**config.mk**
```make
export PLATFORM = sky130hd
export DESIGN_NAME = dot_digit_accum
export DESIGN_NICKNAME = d
export VERILOG_FILES = /design/src/rtl/dot_pkg.sv /design/src/rtl/dot_digit_tree.sv /design/src/rtl/dot_digit_accum.sv
export SDC_FILE = /design/constraint.sdc
export NUM_CORES = 2
export LEC_CHECK = 0
export ABC_CLOCK_PERIOD_IN_PS = 31700
export CAP_MARGIN = 0
export CORE_MARGIN = 5
export CORE_UTILIZATION = 52
export DETAILED_ROUTE_END_ITERATION = 16
export PLACE_DENSITY_LB_ADDON = 0.2
export SLEW_MARGIN = 25
export SYNTH_ARGS = -nofsm -noshare
export SYNTH_HDL_FRONTEND = slang
export SYNTH_SLANG_ARGS = --single-unit
```
**constraint.sdc**
```tcl
create_clock -name clk -period 31.7 [get_ports clk]
set_input_delay 7.925 -clock clk [delete_from_list [all_inputs] [get_ports clk]]
set_output_delay 7.925 -clock clk [all_outputs]
set_load 0.03 [all_outputs]
```
**src/rtl/dot_pkg.sv**
```systemverilog
// -----------------------------------------------------------------------------
// dot_pkg
// Shared definitions for the digit-serial dot-product accumulator:
//   - dot_state_e : FSM state encoding (IDLE / COMPUTE / HOLD)
//   - SIGNED_EN   : 1 when the build treats a/b as two's complement
//   - calc_d      : number of digits per element (ELEM_W / DIGIT_W)
//   - calc_part_w : width of one digit-pass partial sum
//   - cfg_ok      : parameter sanity check used at elaboration
// Configuration macro: DOT_SIGNED_EN (undefined -> unsigned arithmetic).
// -----------------------------------------------------------------------------
package dot_pkg;

    typedef enum logic [1:0] {
        ST_IDLE    = 2'd0,
        ST_COMPUTE = 2'd1,
        ST_HOLD    = 2'd2
    } dot_state_e;

`ifdef DOT_SIGNED_EN
    localparam bit SIGNED_EN = 1'b1;
`else
    localparam bit SIGNED_EN = 1'b0;
`endif

    function automatic int calc_d(input int elem_w, input int digit_w);
        return elem_w / digit_w;
    endfunction

    // One extra bit in signed mode keeps the most negative product sum exact.
    function automatic int calc_part_w(input int digit_w, input int elem_w,
                                       input int lanes, input bit signed_en);
        return digit_w + elem_w + $clog2(lanes) + (signed_en ? 1 : 0);
    endfunction

    // The accumulator must at least hold one full digit-by-element product.
    function automatic bit cfg_ok(input int acc_w, input int elem_w, input int digit_w);
        return (acc_w >= elem_w + digit_w) && ((elem_w % digit_w) == 0);
    endfunction

endpackage

```
**src/rtl/dot_digit_tree.sv**
```systemverilog
// -----------------------------------------------------------------------------
// dot_digit_tree
// Combinational block: LANES digit-by-element multipliers followed by an adder
// tree. Produces partial = sum_i digit_i * b_i in PART_W bits.
// In signed builds (DOT_SIGNED_EN) the digit is sign-extended only when it is
// the top digit of its element; b is always sign-extended.
// Ports:
//   i_digits  [LANES*DIGIT_W] current digit of every a element
//   i_top     1               current digit is the most significant one
//   i_b       [LANES*ELEM_W]  full b elements
//   o_partial [PART_W]        sum of the LANES products (two's complement
//                             when signed)
// -----------------------------------------------------------------------------
module dot_digit_tree
    import dot_pkg::*;
#(
    parameter int LANES   = 8,
    parameter int ELEM_W  = 16,
    parameter int DIGIT_W = 4,
    parameter int PART_W  = 23
) (
    input  logic [LANES*DIGIT_W-1:0] i_digits,
    input  logic                     i_top,
    input  logic [LANES*ELEM_W-1:0]  i_b,
    output logic [PART_W-1:0]        o_partial
);

    logic [PART_W-1:0] w_prod [LANES];
    logic [PART_W-1:0] w_sum;

    for (genvar g = 0; g < LANES; g++) begin : g_lane
        logic              w_dig_sgn;
        logic              w_b_sgn;
        logic [PART_W-1:0] w_dig_x;
        logic [PART_W-1:0] w_b_x;

        assign w_dig_sgn = SIGNED_EN & i_top & i_digits[g*DIGIT_W + DIGIT_W - 1];
        assign w_b_sgn   = SIGNED_EN & i_b[g*ELEM_W + ELEM_W - 1];
        assign w_dig_x   = {{(PART_W-DIGIT_W){w_dig_sgn}}, i_digits[g*DIGIT_W +: DIGIT_W]};
        assign w_b_x     = {{(PART_W-ELEM_W){w_b_sgn}}, i_b[g*ELEM_W +: ELEM_W]};
        // Modular PART_W product is exact because the true value fits PART_W.
        assign w_prod[g] = w_dig_x * w_b_x;
    end

    // Sum all lane products.
    always_comb begin
        w_sum = {PART_W{1'b0}};
        for (int i = 0; i < LANES; i++) begin
            w_sum = w_sum + w_prod[i];
        end
    end

    assign o_partial = w_sum;

endmodule

```
**src/rtl/dot_digit_accum.sv**
```systemverilog
// -----------------------------------------------------------------------------
// dot_digit_accum
// Digit-serial dot-product accumulator. Accepts a beat of LANES (a,b) pairs,
// walks the DIGIT_W-bit digits of a over D = ELEM_W/DIGIT_W cycles, and adds
// each shifted partial into an ACC_W accumulator. A beat flagged last parks
// the result in HOLD until the consumer takes it.
// Configuration macro: DOT_SIGNED_EN (two's complement a/b and signed ovf).
// Ports:
//   clk, rst       clock, synchronous active-high reset
//   clear          synchronous abort back to IDLE (drops accumulation)
//   in_valid/in_ready/in_last, a, b : input beat handshake and data
//   out_valid/out_ready, out_data, out_ovf : result handshake, value, sticky
//                                            overflow of this accumulation
// -----------------------------------------------------------------------------
module dot_digit_accum
    import dot_pkg::*;
#(
    parameter int LANES   = 8,
    parameter int ELEM_W  = 16,
    parameter int DIGIT_W = 4,
    parameter int ACC_W   = 48
) (
    input  logic                    clk,
    input  logic                    rst,
    input  logic                    clear,
    input  logic                    in_valid,
    output logic                    in_ready,
    input  logic                    in_last,
    input  logic [LANES*ELEM_W-1:0] a,
    input  logic [LANES*ELEM_W-1:0] b,
    output logic                    out_valid,
    input  logic                    out_ready,
    output logic [ACC_W-1:0]        out_data,
    output logic                    out_ovf
);

    localparam int D      = calc_d(ELEM_W, DIGIT_W);
    localparam int PART_W = calc_part_w(DIGIT_W, ELEM_W, LANES, SIGNED_EN);
    localparam int CNT_W  = (D > 1) ? $clog2(D) : 1;
    localparam logic [CNT_W-1:0] LAST_D = CNT_W'(D - 1);
    localparam logic [CNT_W-1:0] ONE_D  = CNT_W'(1);

    if (!cfg_ok(ACC_W, ELEM_W, DIGIT_W)) begin : g_cfg_error
        $error("dot_digit_accum: ACC_W too small or ELEM_W not a multiple of DIGIT_W");
    end

    dot_state_e               r_state;
    dot_state_e               w_next;
    logic [LANES*ELEM_W-1:0]  r_a;
    logic [LANES*ELEM_W-1:0]  r_b;
    logic                     r_last;
    logic [CNT_W-1:0]         r_d;
    logic [ACC_W-1:0]         r_acc;
    logic                     r_ovf;
    logic                     r_in_ready;
    logic                     r_out_valid;

    logic [LANES*DIGIT_W-1:0] w_digits;
    logic                     w_digit_done;
    logic [PART_W-1:0]        w_partial;
    logic [ACC_W+PART_W-1:0]  w_part_wide;
    logic [ACC_W-1:0]         w_addend;
    logic [ACC_W:0]           w_sum_c;
    logic                     w_add_ovf;

    assign w_digit_done = (r_d == LAST_D);

    // Next-state logic; clear overrides every state.
    always_comb begin
        w_next = r_state;
        if (clear) begin
            w_next = ST_IDLE;
        end else begin
            case (r_state)
                ST_IDLE: begin
                    if (in_valid) w_next = ST_COMPUTE;
                    else          w_next = ST_IDLE;
                end
                ST_COMPUTE: begin
                    if (w_digit_done) w_next = r_last ? ST_HOLD : ST_IDLE;
                    else              w_next = ST_COMPUTE;
                end
                ST_HOLD: begin
                    if (out_ready) w_next = ST_IDLE;
                    else           w_next = ST_HOLD;
                end
                default: w_next = ST_IDLE;
            endcase
        end
    end

    // State register plus registered handshake flags decoded from next state.
    always_ff @(posedge clk) begin
        if (rst) begin
            r_state     <= ST_IDLE;
            r_in_ready  <= 1'b1;
            r_out_valid <= 1'b0;
        end else begin
            r_state     <= w_next;
            r_in_ready  <= (w_next == ST_IDLE);
            r_out_valid <= (w_next == ST_HOLD);
        end
    end

    // Select digit r_d of every registered a element.
    always_comb begin
        w_digits = {(LANES*DIGIT_W){1'b0}};
        for (int i = 0; i < LANES; i++) begin
            w_digits[i*DIGIT_W +: DIGIT_W] = r_a[i*ELEM_W + int'(r_d)*DIGIT_W +: DIGIT_W];
        end
    end

    dot_digit_tree #(
        .LANES   (LANES),
        .ELEM_W  (ELEM_W),
        .DIGIT_W (DIGIT_W),
        .PART_W  (PART_W)
    ) u_tree (
        .i_digits  (w_digits),
        .i_top     (w_digit_done),
        .i_b       (r_b),
        .o_partial (w_partial)
    );

    // Extend (or truncate when PART_W > ACC_W) the partial, then align it.
    assign w_part_wide = {{ACC_W{SIGNED_EN & w_partial[PART_W-1]}}, w_partial};
    assign w_addend    = w_part_wide[ACC_W-1:0] << (int'(r_d) * DIGIT_W);
    assign w_sum_c     = {1'b0, r_acc} + {1'b0, w_addend};
    // Signed: same-sign operands yielding a different-sign result.
    assign w_add_ovf   = SIGNED_EN
                       ? ((r_acc[ACC_W-1] == w_addend[ACC_W-1]) &&
                          (w_sum_c[ACC_W-1] != r_acc[ACC_W-1]))
                       : w_sum_c[ACC_W];

    // Operand capture, digit counter, accumulator and sticky overflow.
    always_ff @(posedge clk) begin
        if (rst) begin
            r_a    <= {(LANES*ELEM_W){1'b0}};
            r_b    <= {(LANES*ELEM_W){1'b0}};
            r_last <= 1'b0;
            r_d    <= {CNT_W{1'b0}};
            r_acc  <= {ACC_W{1'b0}};
            r_ovf  <= 1'b0;
        end else if (clear) begin
            r_d    <= {CNT_W{1'b0}};
            r_acc  <= {ACC_W{1'b0}};
            r_ovf  <= 1'b0;
        end else begin
            case (r_state)
                ST_IDLE: begin
                    if (in_valid) begin
                        r_a    <= a;
                        r_b    <= b;
                        r_last <= in_last;
                        r_d    <= {CNT_W{1'b0}};
                    end
                end
                ST_COMPUTE: begin
                    r_acc <= w_sum_c[ACC_W-1:0];
                    r_ovf <= r_ovf | w_add_ovf;
                    r_d   <= w_digit_done ? {CNT_W{1'b0}} : (r_d + ONE_D);
                end
                ST_HOLD: begin
                    if (out_ready) begin
                        r_acc <= {ACC_W{1'b0}};
                        r_ovf <= 1'b0;
                    end
                end
                default: begin
                    r_d <= {CNT_W{1'b0}};
                end
            endcase
        end
    end

    assign in_ready  = r_in_ready;
    assign out_valid = r_out_valid;
    assign out_data  = r_acc;
    assign out_ovf   = r_ovf;

endmodule

```
==> flow_metrics.tcl <==
set metrics [dict create \
    drv_cap 0 \
    most-common-layout-cells "898 x nand2_1, 530 x inv_1, 423 x fa_1" \
    r2r_end "out_data[44]$_SDFFE_PP0P_" \
    antenna_found_initial 1 \
    grtUsageMet2_pct 40.57 \
    hold_buffers 0 \
    crit_fanout 48 \
    grt_pass1_vias 24410 \
    yosys.cell_types.count 74 \
    finalMaxSlewViolations 0 \
    path_class "register to register" \
    ioPinCount 313 \
    start_kind "register" \
    maxSlewHeadroom_pct 31.21 \
    setup_viol 0 \
    regToRegSetupSlack_ns 18.32 \
    power_leakage_uw 0.01516 \
    grt-busiest-layer "met2" \
    min_to "r_a[11]$_SDFFE_PP0P_" \
    async_flop_share_pct 0 \
    p_per_area_nw_per_um2 30.18 \
    crit_slowest_cell "mux4_2" \
    finalHoldViolations 0 \
    hpwlAfterDp_um 65600 \
    final_common_cell "nand2_1" \
    end_kind "register" \
    num_vias 24420 \
    fin_setup_tns_ns 0 \
    syn2layout_area_growth_pct 16.12 \
    grt_usage_pct 25.22 \
    final_antenna_net_count 0 \
    syn_nets 4471 \
    wirelength_um 79950 \
    met3_usage_pct 3.783 \
    hold_path.class "register to register" \
    total_power_uw 1062 \
    syn_avg_cell_area_um2 8.392 \
    min_period_ns 13.38 \
    die_area_um2 63220 \
    required_ns 32.18 \
    grt_overflow 0 \
    fmax_mhz 74.74 \
    cts_tree "built" \
    core_area_um2 57700 \
    synthTopCellsByArea "fa_1 28%, dfxtp_1 21%, nand2_1 11%, ha_1 7.2%, inv_1 6.6%" \
    reg2reg_depth 46 \
    max_stage_delay_ns 0.75 \
    firstDrtPassIters 5 \
    fin_crit_sh_pct 42.21 \
    dieHeight_um 251.4 \
    start_util_pct 52.54 \
    grt_pass1_wl_um 130300 \
    grt_use_met1_pct 36.34 \
    final_layout_size_suffix_gt1_share_pct 3.737 \
    r2r_start "r_d[0]$_SDFFE_PP0P_" \
    cts_resized 0 \
    ys_seq_elements 312 \
    clock_skew_ns 0.03225 \
    cts_buffers 36 \
    dpl_cell_area_um2 33940 \
    peakVddDrop_uv 36.88 \
    cts_max_level 2 \
    status "completed" \
    synth-main-ff-cell "dfxtp_1" \
    synthCells 3612 \
    clkSinkCount 312 \
    nets 4685 \
    yosysSeqAreaShare_pct 20.61 \
    rows 88 \
    rsz0062_at_grt "no" \
    portBuffers 312 \
    cp_data_arrival_time_ns 13.86 \
    gp_congestion 0.9221 \
    route.detailed.drc 0 \
    yosys_warnings 0 \
    synth_edf_count 0 \
    worst_slew_pin_slew_ns 1.032 \
    wl_per_cell_um 17.31 \
    diodes 0 \
    stdcell_area_um2 35200 \
    clock-root-buffer "clkbuf_16" \
    drtIter0Drc 1474 \
    hold_depth 2 \
    yosysTopAreaCellShare_pct 27.94 \
    worst_path_most_repeated_cell "fa_1" \
    yosysTopAreaCell "fa_1" \
    clkTransAtPathRegs_ns 0.06 \
    worst_skew_pair.late_latency_ns 0.57 \
    min_from "r_a[11]$_SDFFE_PP0P_" \
    syn-cell-area_um2 30310 \
    grt_max_degree 102 \
    cts_buffer_depth 3 \
    vias_per_cell 5.288 \
    die_w_um 251.4 \
    post_cts_buffers 0 \
]
[registers in the layout, summed over array words and instances (netlist names)]
| signal | flops |
|---|---|
| r_state | 2 |
| out_ovf | 1 |
| in_ready | 1 |
| out_valid | 1 |
| r_d | 2 |
| r_last | 1 |
| r_b | 128 |
| out_data | 48 |
| r_a | 128 |
[cell families after synthesis]
family / Yosys count / synth area share, %
simple gates: 1298 / 18.56
buf+inv: 678 / 8.425
fa+ha+maj: 597 / 35.12
compound gates: 583 / 11.52
flops: 312 / 20.61
xor+xnor: 89 / 2.572
mux: 55 / 3.199
[metrics by stage]
step	setup slack (ns)	utilization [%]	instances	hold WS, ns
global route	17.28	61.01	4618	0.4674
detailed placement	18.12	58.83	4553	0.4431
CTS	18.03	60.98	4618	0.4515
finish	18.32	61.01	4618	0.4504
floorplan	19.72	-	3612	0.4331
global placement	18.20	58.83	4553	0.4409
[cell type report]
class	count	area, µm²
well taps	765	957.2
multi-input cells	2622	21540
inverters	530	1989
repair buffers	324	3217
flip-flops and latches	312	6251
clock buffers	53	1045
fillers	5186	22500
clock inverters	12	198.9
[synth_stat cells (24+ instances only)]
cell and count:
ha_1 174, fa_1 423, nor2_1 87, xor2_1 35, xnor2_1 54, mux4_2 33
dfxtp_1 312, a21o_1 41, inv_1 530, nand2_1 898, o21ai_0 60, nor3_1 24
a21oi_1 330, clkbuf_1 130, and2_1 202
[worst max-delay path by stage]
stage,slack [ns],end,depth (start not counted),startpoint
CTS,18.03,out_data[43]$_SDFFE_PP0P_,45,r_d[0]$_SDFFE_PP0P_
finish,18.32,out_data[44]$_SDFFE_PP0P_,46,r_d[0]$_SDFFE_PP0P_
detailed placement,18.12,out_data[43]$_SDFFE_PP0P_,45,r_d[0]$_SDFFE_PP0P_
floorplan,19.72,out_ovf$_SDFFE_PP0P_,48,r_d[0]$_SDFFE_PP0P_
global route,17.28,out_ovf$_SDFFE_PP0P_,44,r_d[0]$_SDFFE_PP0P_
global placement,18.20,out_data[43]$_SDFFE_PP0P_,45,r_d[0]$_SDFFE_PP0P_
[power by group]
part	switching, µW	total (µW)	internal (µW)
Clock	177	427	250
Sequential	17.3	426	408
Combinational	120	209	89.7
Total	314	1060	748
[metal layers]
| layer | part of all wire (%) | up-vias | wire (µm) |
|---|---|---|---|
| met5 | 0 | - | 0 |
| met4 | 2.4 | 0 | 1939 |
| met3 | 6.3 | 88 | 5017 |
| met2 | 46 | 633 | 36610 |
| met1 | 46 | 11900 | 36380 |
| li1 | - | 11800 | - |
[worst max-delay path: cells and delay by family (launching register included)]
family | cells | cell delay, ns
AO/OA/AOI/OAI | 17 | 3.48
XOR/XNOR | 2 | 0.34
adder cells (fa/ha/maj) | 11 | 5.14
buffers and inverters | 7 | 0.89
flip-flops | 1 | 0.61
multiplexers | 2 | 1.27
AND/OR/NAND/NOR | 7 | 1.54
Note: power is estimated with default switching activity, not from simulation.
